===== src/rtl/alu_top_pkg.sv =====
// alu_top_pkg: opcodes, hex-to-segment table and default timing for alu_top.
// Opcode 7 is MUL when ALU_TOP_MUL_EN is defined, otherwise SHR.
package alu_top_pkg;

    localparam int DEBOUNCE_CYCLES_DEF = 500000;
    localparam int REFRESH_CYCLES_DEF  = 50000;

`ifdef ALU_TOP_MUL_EN
    typedef enum logic [2:0] {
        OP_ADD, OP_SUB, OP_AND, OP_OR, OP_XOR, OP_NOT, OP_SHL, OP_MUL
    } op_e;
`else
    typedef enum logic [2:0] {
        OP_ADD, OP_SUB, OP_AND, OP_OR, OP_XOR, OP_NOT, OP_SHL, OP_SHR
    } op_e;
`endif

    // Active-low {g,f,e,d,c,b,a}; entry 0 is the rightmost element
    localparam logic [15:0][6:0] HEX_SEG = {
        7'h0E, 7'h06, 7'h21, 7'h46, 7'h03, 7'h08, 7'h10, 7'h00,
        7'h78, 7'h02, 7'h12, 7'h19, 7'h30, 7'h24, 7'h79, 7'h40
    };

    function automatic logic [6:0] hex_seg(input logic [3:0] n);
        return HEX_SEG[n];
    endfunction

endpackage


===== src/rtl/alu_top_debounce.sv =====
// alu_top_debounce: 2-FF synchronizer, stability debouncer and one-cycle
// press pulse on the rising edge of the debounced level.
module alu_top_debounce
    import alu_top_pkg::*;
#(
    parameter int DEBOUNCE_CYCLES = DEBOUNCE_CYCLES_DEF
) (
    input  logic clk_i,
    input  logic rst_ni,
    input  logic btn_i,
    output logic pulse_o
);

    localparam int CW = $clog2(DEBOUNCE_CYCLES > 1 ? DEBOUNCE_CYCLES : 2);
    localparam logic [CW-1:0] CNT_MAX = CW'(DEBOUNCE_CYCLES - 1);

    logic [1:0]    sync_q;
    logic [CW-1:0] cnt_q, cnt_d;
    logic          stable_q, stable_d;
    logic          pulse_q;

    always_comb begin
        cnt_d    = cnt_q + CW'(1);
        stable_d = stable_q;
        if (sync_q[1] == stable_q) begin
            cnt_d = '0;
        end else if (cnt_q == CNT_MAX) begin
            stable_d = sync_q[1];
            cnt_d    = '0;
        end
    end

    always_ff @(posedge clk_i or negedge rst_ni) begin
        if (!rst_ni) begin
            sync_q   <= 2'b00;
            cnt_q    <= '0;
            stable_q <= 1'b0;
            pulse_q  <= 1'b0;
        end else begin
            sync_q   <= {sync_q[0], btn_i};
            cnt_q    <= cnt_d;
            stable_q <= stable_d;
            pulse_q  <= stable_d & ~stable_q;
        end
    end

    assign pulse_o = pulse_q;

endmodule


===== src/rtl/alu_top.sv =====
// alu_top: button-loaded 8-bit ALU with LED result and 4-digit 7-segment display.
// Define ALU_TOP_MUL_EN to turn opcode 7 from SHR into MUL.
module alu_top
    import alu_top_pkg::*;
#(
    parameter int DEBOUNCE_CYCLES = DEBOUNCE_CYCLES_DEF,
    parameter int REFRESH_CYCLES  = REFRESH_CYCLES_DEF
) (
    input  logic       clk,
    input  logic       rst,
    input  logic       PB0,
    input  logic       PB1,
    input  logic       PB2,
    input  logic [7:0] SW,
    output logic [7:0] LED,
    output logic [3:0] AN,
    output logic [6:0] seg
);

    localparam int RW = $clog2(REFRESH_CYCLES > 1 ? REFRESH_CYCLES : 2);
    localparam logic [RW-1:0] REF_MAX = RW'(REFRESH_CYCLES - 1);

    logic [2:0] ld;

    alu_top_debounce #(.DEBOUNCE_CYCLES(DEBOUNCE_CYCLES)) u_db0 (
        .clk_i(clk), .rst_ni(rst), .btn_i(PB0), .pulse_o(ld[0])
    );
    alu_top_debounce #(.DEBOUNCE_CYCLES(DEBOUNCE_CYCLES)) u_db1 (
        .clk_i(clk), .rst_ni(rst), .btn_i(PB1), .pulse_o(ld[1])
    );
    alu_top_debounce #(.DEBOUNCE_CYCLES(DEBOUNCE_CYCLES)) u_db2 (
        .clk_i(clk), .rst_ni(rst), .btn_i(PB2), .pulse_o(ld[2])
    );

    logic [7:0]    a_q, a_d, b_q, b_d, res_q, alu_r;
    op_e           op_q, op_d;
    logic          c_q, z_q, alu_c;
    logic [RW-1:0] ref_q, ref_d;
    logic [1:0]    dig_q, dig_d;
    logic [3:0]    an_q, an_d, nib;
    logic [6:0]    seg_q, seg_d;
    logic          wrap;

    assign a_d  = ld[0] ? SW : a_q;
    assign b_d  = ld[1] ? SW : b_q;
    assign op_d = ld[2] ? op_e'(SW[2:0]) : op_q;

`ifdef ALU_TOP_MUL_EN
    logic [15:0] prod;
    assign prod = {8'h00, a_q} * {8'h00, b_q};
`endif

    always_comb begin
        alu_c = 1'b0;
        alu_r = 8'h00;
        case (op_q)
            OP_ADD: {alu_c, alu_r} = {1'b0, a_q} + {1'b0, b_q};
            OP_SUB: {alu_c, alu_r} = {1'b0, a_q} - {1'b0, b_q};
            OP_AND: alu_r = a_q & b_q;
            OP_OR:  alu_r = a_q | b_q;
            OP_XOR: alu_r = a_q ^ b_q;
            OP_NOT: alu_r = ~a_q;
            OP_SHL: {alu_c, alu_r} = {a_q, 1'b0};
`ifdef ALU_TOP_MUL_EN
            OP_MUL: begin
                alu_r = prod[7:0];
                alu_c = |prod[15:8];
            end
`else
            OP_SHR: {alu_r, alu_c} = {1'b0, a_q};
`endif
            default: ;
        endcase
    end

    // AN/seg are derived from the same digit index and registered together
    always_comb begin
        wrap  = ref_q == REF_MAX;
        ref_d = wrap ? '0 : ref_q + RW'(1);
        dig_d = wrap ? dig_q + 2'd1 : dig_q;
        nib   = dig_q == 2'd0 ? res_q[3:0] :
                dig_q == 2'd1 ? res_q[7:4] :
                dig_q == 2'd2 ? {1'b0, op_q} : {2'b00, c_q, z_q};
        an_d  = ~(4'b0001 << dig_q);
        seg_d = hex_seg(nib);
    end

    always_ff @(posedge clk or negedge rst) begin
        if (!rst) begin
            a_q   <= 8'h00;
            b_q   <= 8'h00;
            op_q  <= OP_ADD;
            res_q <= 8'h00;
            c_q   <= 1'b0;
            z_q   <= 1'b0;
            ref_q <= '0;
            dig_q <= 2'd0;
            an_q  <= 4'b1110;
            seg_q <= 7'b1000000;
        end else begin
            a_q   <= a_d;
            b_q   <= b_d;
            op_q  <= op_d;
            res_q <= alu_r;
            c_q   <= alu_c;
            z_q   <= alu_r == 8'h00;
            ref_q <= ref_d;
            dig_q <= dig_d;
            an_q  <= an_d;
            seg_q <= seg_d;
        end
    end

    assign LED = res_q;
    assign AN  = an_q;
    assign seg = seg_q;

endmodule


===== config.mk =====
export PLATFORM = sky130hd
export DESIGN_NAME = alu_top
export DESIGN_NICKNAME = d
export VERILOG_FILES = /design/src/rtl/alu_top_pkg.sv /design/src/rtl/alu_top_debounce.sv /design/src/rtl/alu_top.sv
export SDC_FILE = /design/constraint.sdc
export NUM_CORES = 1
export LEC_CHECK = 0
export CORE_MARGIN = 4
export CORE_UTILIZATION = 46
export CTS_BUF_LIST = sky130_fd_sc_hd__clkbuf_16
export DETAILED_ROUTE_END_ITERATION = 10
export GPL_ROUTABILITY_DRIVEN = 0
export PLACE_DENSITY_LB_ADDON = 0.15
export SYNTH_ARGS = -nofsm -noshare
export SYNTH_HDL_FRONTEND = slang
export SYNTH_SLANG_ARGS = --single-unit

===== constraint.sdc =====
create_clock -name clk -period 3.78 [get_ports clk]
set_clock_uncertainty 0.05 [all_clocks]
set_input_delay 0.567 -clock clk [delete_from_list [all_inputs] [get_ports clk]]
set_output_delay 0.567 -clock clk [all_outputs]
set_load 0.01 [all_outputs]

==> results of run 1 <==
[where the power goes]
part	internal, mW	switching, mW	total (mW)
clock network	0.953	0.589	1.54
logic	0.0226	0.0460	0.0686
registers	1.37	0.00982	1.38
[state kept, by name, indices dropped and copies added, names as in the netlist, 2 cells and up]
name          count
u_db0.sync_q      2
b_q               8
LED               8
u_db1.sync_q      2
u_db0.cnt_q      19
op_q              3
ref_q            16
seg               7
u_db2.cnt_q      19
AN                4
u_db1.cnt_q      19
u_db2.sync_q      2
dig_q             2
a_q               8
[logic make-up (layout without fill, tap and decap cells)]
group                    Yosys count  after routing
multiplexers                      13             13
buffers and inverters             62            103
AND/OR/NAND/NOR                  302            302
AO/OA/AOI/OAI                    112            112
adder cells (fa/ha/maj)           40             40
flip-flops                       127            127
XOR/XNOR                          69             69
[metal layers]
metal	GRT usage (%)	wire, um	vias up
li1	-	-	2558
met1	23.4	6690	2574
met2	28.4	6870	127
met3	3.82	660	29
met4	7.06	286	0
met5	0	0	-
[cells in the mapped netlist, types with 14 or more instances]
cell type    n
and3_1      14
xnor2_1     30
xor2_1      39
nor2_1      96
ha_1        38
dfrtp_1    123
nand3_1     36
nand2_1     60
a21oi_1     15
clkbuf_1    16
o21ai_0     37
inv_1       35
[critical path: stages (launching register included)]
cell and delay (ps):
dfrtp_1 1090, or3b_2 560, or2_2 340, nor4b_2 360, nor3b_1 150, o31ai_4 290
nor4_2 80
[per-stage QoR]
| stage | cell area (um^2) | utilization (%) | std cells |
|---|---|---|---|
| after floorplan | 7000 | - | 725 |
| after global placement | 7450 | 50.7 | 918 |
| after global routing | 8010 | 54.5 | 950 |
| after CTS | 8010 | 54.5 | 950 |
| after detailed placement | 7450 | 50.7 | 918 |
| final | 8010 | 54.5 | 950 |
[cell type report]
type	instances	area share, %
multi-input combinational	536	44.4
clock buffer	17	5.31
sequential	127	39.8
clock inverter	15	1.59
inverter	36	1.69
tap	184	2.88
timing repair buffer	35	4.38
[path summary, 6_finish.rpt]
check / startpoint / endpoint / slack (ps)
max: op_q[0] / z_q / 710
min: rst / b_q[7] / 130
max reg2reg: op_q[0] / z_q / 710
min reg2reg: u_db0.sync_q[0] / u_db0.sync_q[1] / 300
max in group asynchronous: rst / u_db2.cnt_q[7] / 2700
min in group clk: u_db0.sync_q[0] / u_db0.sync_q[1] / 300
==> flow_summary.toml, run 1 <==
[power]
totalPowerFinal_mw = 2.99
power_leakage_nw = 3.52
power.density_nw_per_um2 = 374
ir_drop_uv = 292

[timing]
whs_ps = 132
hold_viol_final = 0
slew_violations = 0
worst_slack_ps = 714
slew_headroom_pct = 24.3
max_freq_ghz = 0.326
rsz0062_at_grt = "no"
setup_viol = 0
tightest_slew_ps = 1130
period_share_pct = 81.1
setup_tns_ps = 0
fin_crit_ps = 3070

[setup_path]
worstPathRequired_ps = 4000
start_kind = "flop"
crit_path_end_kind = "flop"
reg2reg_depth = 6
crit_fanout = 37
path_class = "flop to flop"
worstPathArrival_ps = 3280

[worst_hold_path]
min_path_type = "primary input to asynchronous set/reset pin"

[yosys]
synth-compound-area-share_pct = 10.9
seq_area_frac_synth_pct = 45.5
syn_nets = 778
yosys.area_share.adder_pct = 7.37
synth_edf_count = 0
ys_ff_latch = 127
syn_area_um2 = 7000
async_flop_share_pct = 100
synth_top_family_by_area = "simple AND/OR/NAND/NOR gates"
synth_mux_area_share_pct = 1.97
synth_area_leader_cell = "dfrtp_1"
synthSimpleGateAreaFrac_pct = 21.9
yosys.area.top_type_share_pct = 44.0
yosys_warnings = 0
postSynthAreaPerCell_um2 = 9.65
synth_cell_type_count = 76
synth_ff_type = "dfrtp_1"
synth.area.top_cells = "dfrtp_1 44%, ha_1 6.8%, nor2_1 5.1%"
synthXorXnorAreaFrac_pct = 8.64
syn_inst = 725

[detailed_routing]
viasPerCell = 5.57
vias = 5288
drc = 0
dr.pass1.iters = 5
routed_wl_um = 14500
wl_per_cell_um = 15.3
drt_iter0_markers = 343
detail-route-antenna-nets = 0

[clock_network]
root_buffer = "clkbuf_16"
clk_latency_ps = 410
clockBufferDepth = 2
cts_setup_buffers = 0
cts_hold_buf = 0
clock-sinks = 127
cts_made_buffers = 17
ctsResizeCount = 0
path_clk_slew_ps = 60
cts_tree = "built"
h-tree-depth = 4

[grt]
antenna_found_initial = 0
grt_usage_pct = 17.6
grt_pass1_vias = 5413
grt_pass1_wl_um = 25500
grt-ovfl-total = 0
grt_max_degree = 78

[floorplanning]
core_um2 = 14700
row_count = 44
die_h_um = 131
die-area_um2 = 17300
die_x_um = 131
ios = 32
start_util_pct = 47.6

[final_layout]
multi_input_area_um2 = 3550
final_common_cell = "dfrtp_1"
drive_gt1_share_pct = 7.83
regArea_um2 = 3180
final_nets = 806
syn2layout_area_growth_pct = 14.4
layout_common_cells = "123 x dfrtp_1, 96 x nor2_1, 60 x nand2_1"
fillers = 1301
antennaDiodeCount = 0

[placed_design]
place_hpwl_um = 10100
numPortBuffers = 31
pre_cts_slack_ps = 784

[outcome]
status = "completed"

[job]
max_cap_viol_count = 0
Note: power is estimated with default switching activity, not from simulation.
==> run 2: changes to the inputs <==
==> constraint.sdc (replaced) <==
create_clock -name clk -period 2.53 [get_ports clk]
set_clock_uncertainty 0.05 [all_clocks]
set_input_delay 0.3795 -clock clk [delete_from_list [all_inputs] [get_ports clk]]
set_output_delay 0.3795 -clock clk [all_outputs]
set_load 0.01 [all_outputs]
==> run 2 against run 1 <==
Net effect: the run now ends with hold timing, setup timing left; first-iteration DRC count down 7.3%; core utilization increased by 3.8 points; non-clock buffer count is 54 higher; count of clock-buffer cells in the layout stayed put; clock power increased by 82%; fmax increased by 10%; flip-flop and latch count is the same; sequential share of layout area down 2.6 points; largest cell class unchanged; largest power group unchanged.
==> flow_summary.toml, run 2 (same netlist as run 1, synthesis figures left out) <==
[final_layout]
largest_registers = "u_db0.cnt_q: 19 flops, u_db1.cnt_q: 19 flops, u_db2.cnt_q: 19 flops"
layout_common_cells = "123 x dfrtp_1, 96 x nor2_1, 60 x nand2_1"
final_common_cell = "dfrtp_1"
final_nets = 860
antennaDiodeCount = 0
syn2layout_area_growth_pct = 22.4
final_cells = 1004
drive_gt1_share_pct = 14.5

[floorplanning]
core_um2 = 14700
start_util_pct = 47.6
die_h_um = 131
die-area_um2 = 17300
row_count = 44
die_x_um = 131
ios = 32

[detailed_routing]
drc = 0
viasPerCell = 5.39
vias = 5409
routed_wl_um = 14900
detail-route-antenna-nets = 0
drt_iter0_markers = 318
dr.pass1.iters = 4
wl_per_cell_um = 14.8

[grt]
grt_pass1_wl_um = 26400
grt_usage_pct = 18.3
grt-ovfl-total = 0
grt_pass1_vias = 5548
antenna_found_initial = 0
grt_max_degree = 128

[job]
max_cap_viol_count = 0

[timing]
slew_violations = 0
slew_headroom_pct = 51.4
max_freq_ghz = 0.360
setup_viol = 1
whs_ps = -53.9
setup_tns_ps = -248
fin_crit_ps = 2780
hold_viol_final = 12
rsz0062_at_grt = "yes"
tightest_slew_ps = 729
period_share_pct = 110
worst_slack_ps = -248

[outcome]
violations = "hold timing, setup timing"
status = "finished with violations"

[clock_network]
path_clk_slew_ps = 60
clock-sinks = 127
cts_tree = "built"
cts_made_buffers = 17
cts_hold_buf = 0
clockBufferDepth = 2
root_buffer = "clkbuf_16"
h-tree-depth = 4
clk_latency_ps = 420

[power]
ir_drop_uv = 455
power_leakage_nw = 3.85
totalPowerFinal_mw = 4.97
power.density_nw_per_um2 = 580

[placed_design]
place_hpwl_um = 10400
numPortBuffers = 31
dpl.cell_count = 972

[setup_path]
path_class = "flop to flop"
cp_slowest_cell = "or4_4"
crit_path_end_kind = "flop"
crit_fanout = 2
start_kind = "flop"
worstPathRequired_ps = 2800
slowest_delay_ps = 500
cp_cell_sequence = "inv_2, ha_1, inv_1, fa_1, nand2b_1, a21oi_1, or4_4, a2111oi_4, or4b_1, nor4_2"
worstPathArrival_ps = 3050

[worst_hold_path]
min_path_type = "primary input to asynchronous set/reset pin"
==> run 2: cell types whose count changed in the layout (fill, tap and decap cells not counted), moves of 2 or more <==
cell	before	now
buf_4	4	58
bufinv_16	2	7
clkinv_1	6	4
inv_6	2	0
==> run 2: final timing paths <==
path	end	slack, ps	start	depth (start not counted)
setup reg to reg	z_q	-250	a_q[0]	10
hold reg to reg	u_db0.sync_q[1]	300	u_db0.sync_q[0]	0
hold / removal	c_q	-50	rst	2
min in group clk	u_db0.sync_q[1]	300	u_db0.sync_q[0]	0
setup / recovery	z_q	-250	a_q[0]	10
max in group asynchronous	u_db0.cnt_q[17]	1880	rst	2
==> run 2: metal layers <==
| layer | global-route usage, % | routed length [um] | up-vias |
|---|---|---|---|
| met5 | 0 | 0 | - |
| met1 | 23.6 | 6790 | 2606 |
| met3 | 3.94 | 644 | 17 |
| met2 | 30.6 | 7240 | 119 |
| met4 | 6.30 | 180 | 0 |
| li1 | - | - | 2667 |
==> run 2: critical path, delay by kind of cell (launching register included) <==
kind / cells / cell delay, ps
simple gates: 4 / 1190
fa+ha+maj: 2 / 590
flops: 1 / 380
compound gates: 2 / 360
buf+inv: 2 / 110
==> run 2: metrics by stage <==
stage	cell area, um^2	worst slack [ps]	utilization, %
5_1_grt	8560	-434	58.3
2_1_floorplan	7000	-172	-
3_5_place_dp	7860	-207	53.5
4_1_cts	8540	-264	58.1
6_report	8560	-248	58.3
3_3_place_gp	7860	-207	53.5
==> run 2: cell type report <==
class | instances | area, um^2
Fill cell | 1230 | 6130
Multi-Input combinational cell | 536 | 3590
Sequential cell | 127 | 3180
Timing Repair Buffer | 89 | 756
Clock buffer | 17 | 425
Clock inverter | 15 | 249
Tap cell | 184 | 230
Inverter | 36 | 135
==> run 2: repair_timing <==
action	in CTS	in global routing
gates resized for setup	1	5
setup buffers	0	0
setup endpoints to repair	1	3
==> run 2: where the power goes <==
part	internal, mW	switching, mW	leakage, nW
Clock	1.93	0.879	0.330
Combinational	0.0338	0.0673	1.95
Sequential	2.05	0.0140	1.57
Total	4.01	0.961	3.85
==> run 3: changes to the inputs <==
--- a/config.mk
+++ b/config.mk
@@ -5,8 +5,10 @@
 export SDC_FILE = /design/constraint.sdc
 export NUM_CORES = 1
 export LEC_CHECK = 0
+export CELL_PAD_IN_SITES_DETAIL_PLACEMENT = 1
+export CELL_PAD_IN_SITES_GLOBAL_PLACEMENT = 1
 export CORE_MARGIN = 4
-export CORE_UTILIZATION = 46
+export CORE_UTILIZATION = 43
 export CTS_BUF_LIST = sky130_fd_sc_hd__clkbuf_16
 export DETAILED_ROUTE_END_ITERATION = 10
 export GPL_ROUTABILITY_DRIVEN = 0
==> run 3 against run 2 <==
Net effect: the run ends with setup timing left; hold slack gained 360 ps; via count up 2.6%; non-clock buffer count is the same; critical endpoint unchanged; critical path type unchanged; final area is 0.35% lower; worst setup slack got worse by 17 ps.
==> flow_summary.toml, run 3 (same netlist as run 1, synthesis figures left out) <==
[outcome]
status = "finished with violations"
violations = "setup timing"

[floorplanning]
die_x_um = 136
die_h_um = 136
die-area_um2 = 18400
start_util_pct = 43.9
row_count = 46
ios = 32
core_um2 = 15900

[setup_path]
start_kind = "flop"
crit_path_end_kind = "flop"
reg2reg_from = "b_q[0]"
slowest_delay_ps = 500
cp_slowest_cell = "or4_4"
path_class = "flop to flop"
path_buf_inv = 1
cp_cell_sequence = "ha_4, inv_2, fa_2, nand2b_1, a21oi_1, or4_4, a2111oi_4, or4b_4, nor4_2"
worstPathArrival_ps = 3070
worstPathRequired_ps = 2800
crit_family = "simple AND/OR/NAND/NOR gates"
startpoint = "b_q[0]"
rrSetupSlack_ps = -260
crit_fanout = 2

[placed_design]
placed_cell_area_um2 = 7880
place_hpwl_um = 12600
numPortBuffers = 31
pre_cts_slack_ps = -310
dpl.cell_count = 1002

[final_layout]
antennaDiodeCount = 0
final_nets = 860
final_util_pct = 53.5
largest_registers = "u_db0.cnt_q: 19 flops, u_db1.cnt_q: 19 flops, u_db2.cnt_q: 19 flops"
fillers = 1805
drive_gt1_share_pct = 15.4
final_area_um2 = 8530
multi_input_area_um2 = 3590
final_common_cell = "dfrtp_1"
syn2layout_area_growth_pct = 22.0
final_cells = 1036
layout_common_cells = "123 x dfrtp_1, 96 x nor2_1, 60 x nand2_1"
regArea_um2 = 3180

[clock_network]
clk_latency_ps = 420
clockBufferDepth = 2
root_buffer = "clkbuf_16"
clock-sinks = 127
path_clk_slew_ps = 60
cts_tree = "built"
h-tree-depth = 4
cts_made_buffers = 17

[timing]
worst_slack_ps = -265
tightest_slew_ps = 711
rsz0062_at_grt = "yes"
hold_viol_final = 0
fin_crit_ps = 2790
slew_headroom_pct = 52.5
setup_viol = 1
setup_tns_ps = -265
period_share_pct = 110
max_freq_ghz = 0.358
slew_violations = 0

[power]
power.density_nw_per_um2 = 545
ir_drop_uv = 449
power_leakage_nw = 3.80

[detailed_routing]
vias = 5547
drt_iter0_markers = 241
dr.pass1.iters = 7
routed_wl_um = 17500
detail-route-antenna-nets = 0
viasPerCell = 5.35
drc = 0
wl_per_cell_um = 16.9

[grt]
grt_usage_pct = 20.6
grt_pass1_vias = 5987
grt-ovfl-total = 0
grt_pass1_wl_um = 30300
antenna_found_initial = 0
grt_max_degree = 64

[worst_hold_path]
hold_start = "u_db2.sync_q[0]"
min_path_type = "flop to flop"

[job]
max_cap_viol_count = 0
run 3: cell count changes in the layout (fill, tap and decap cells not counted), sizes merged:
cell / before / now
clkinv: 5 / 9
clkinvlp: 1 / 2
buf: 59 / 58
dlygate4sd3: 0 / 1
bufinv: 7 / 3
inv: 38 / 37
run 3: final timing paths:
check	to	cells after the start
setup reg to reg	z_q	9
max in group asynchronous	seg[6]	3
hold reg to reg	u_db2.sync_q[1]	0
setup / recovery	z_q	9
hold / removal	u_db2.sync_q[1]	0
min in group asynchronous	LED[5]	2
run 3: layout make-up:
type	instances	area share [%]
clock buffers	17	4.98
clock inverters	15	1.99
inverters	36	1.58
multi-input cells	536	42.1
flip-flops and latches	127	37.3
well taps	216	3.17
repair buffers	89	8.88
run 3: power by group:
| group | internal [mW] | total (mW) | leakage [nW] | switching [mW] |
|---|---|---|---|---|
| combinational | 0.0361 | 0.109 | 1.94 | 0.0729 |
| clock | 1.54 | 2.48 | 0.289 | 0.937 |
| sequential | 2.05 | 2.06 | 1.57 | 0.0143 |
| total | 3.63 | 4.65 | 3.80 | 1.02 |
run 3: per-layer routing:
metal  share of wire (%)  GRT usage (%)
met5                   0              0
met4                 1.2           5.71
met3                 3.5           4.83
met2                  50           35.2
met1                  45           26.1
run 3: what timing repair did:
action | in CTS | in global routing
setup endpoints to repair | 2 | 4
pin swaps | 0 | 1
resized for setup | 6 | 4
setup buffers | 1 | 0
hold buffers | 1 | 0
hold endpoints to repair | 36 | 0
run 3: stage by stage:
stage	hold WS [ps]	total power, mW
5_1_grt	305	4.84
3_3_place_gp	285	2.21
2_1_floorplan	33.9	2.13
3_5_place_dp	292	2.21
4_1_cts	305	4.72
6_report	304	4.65
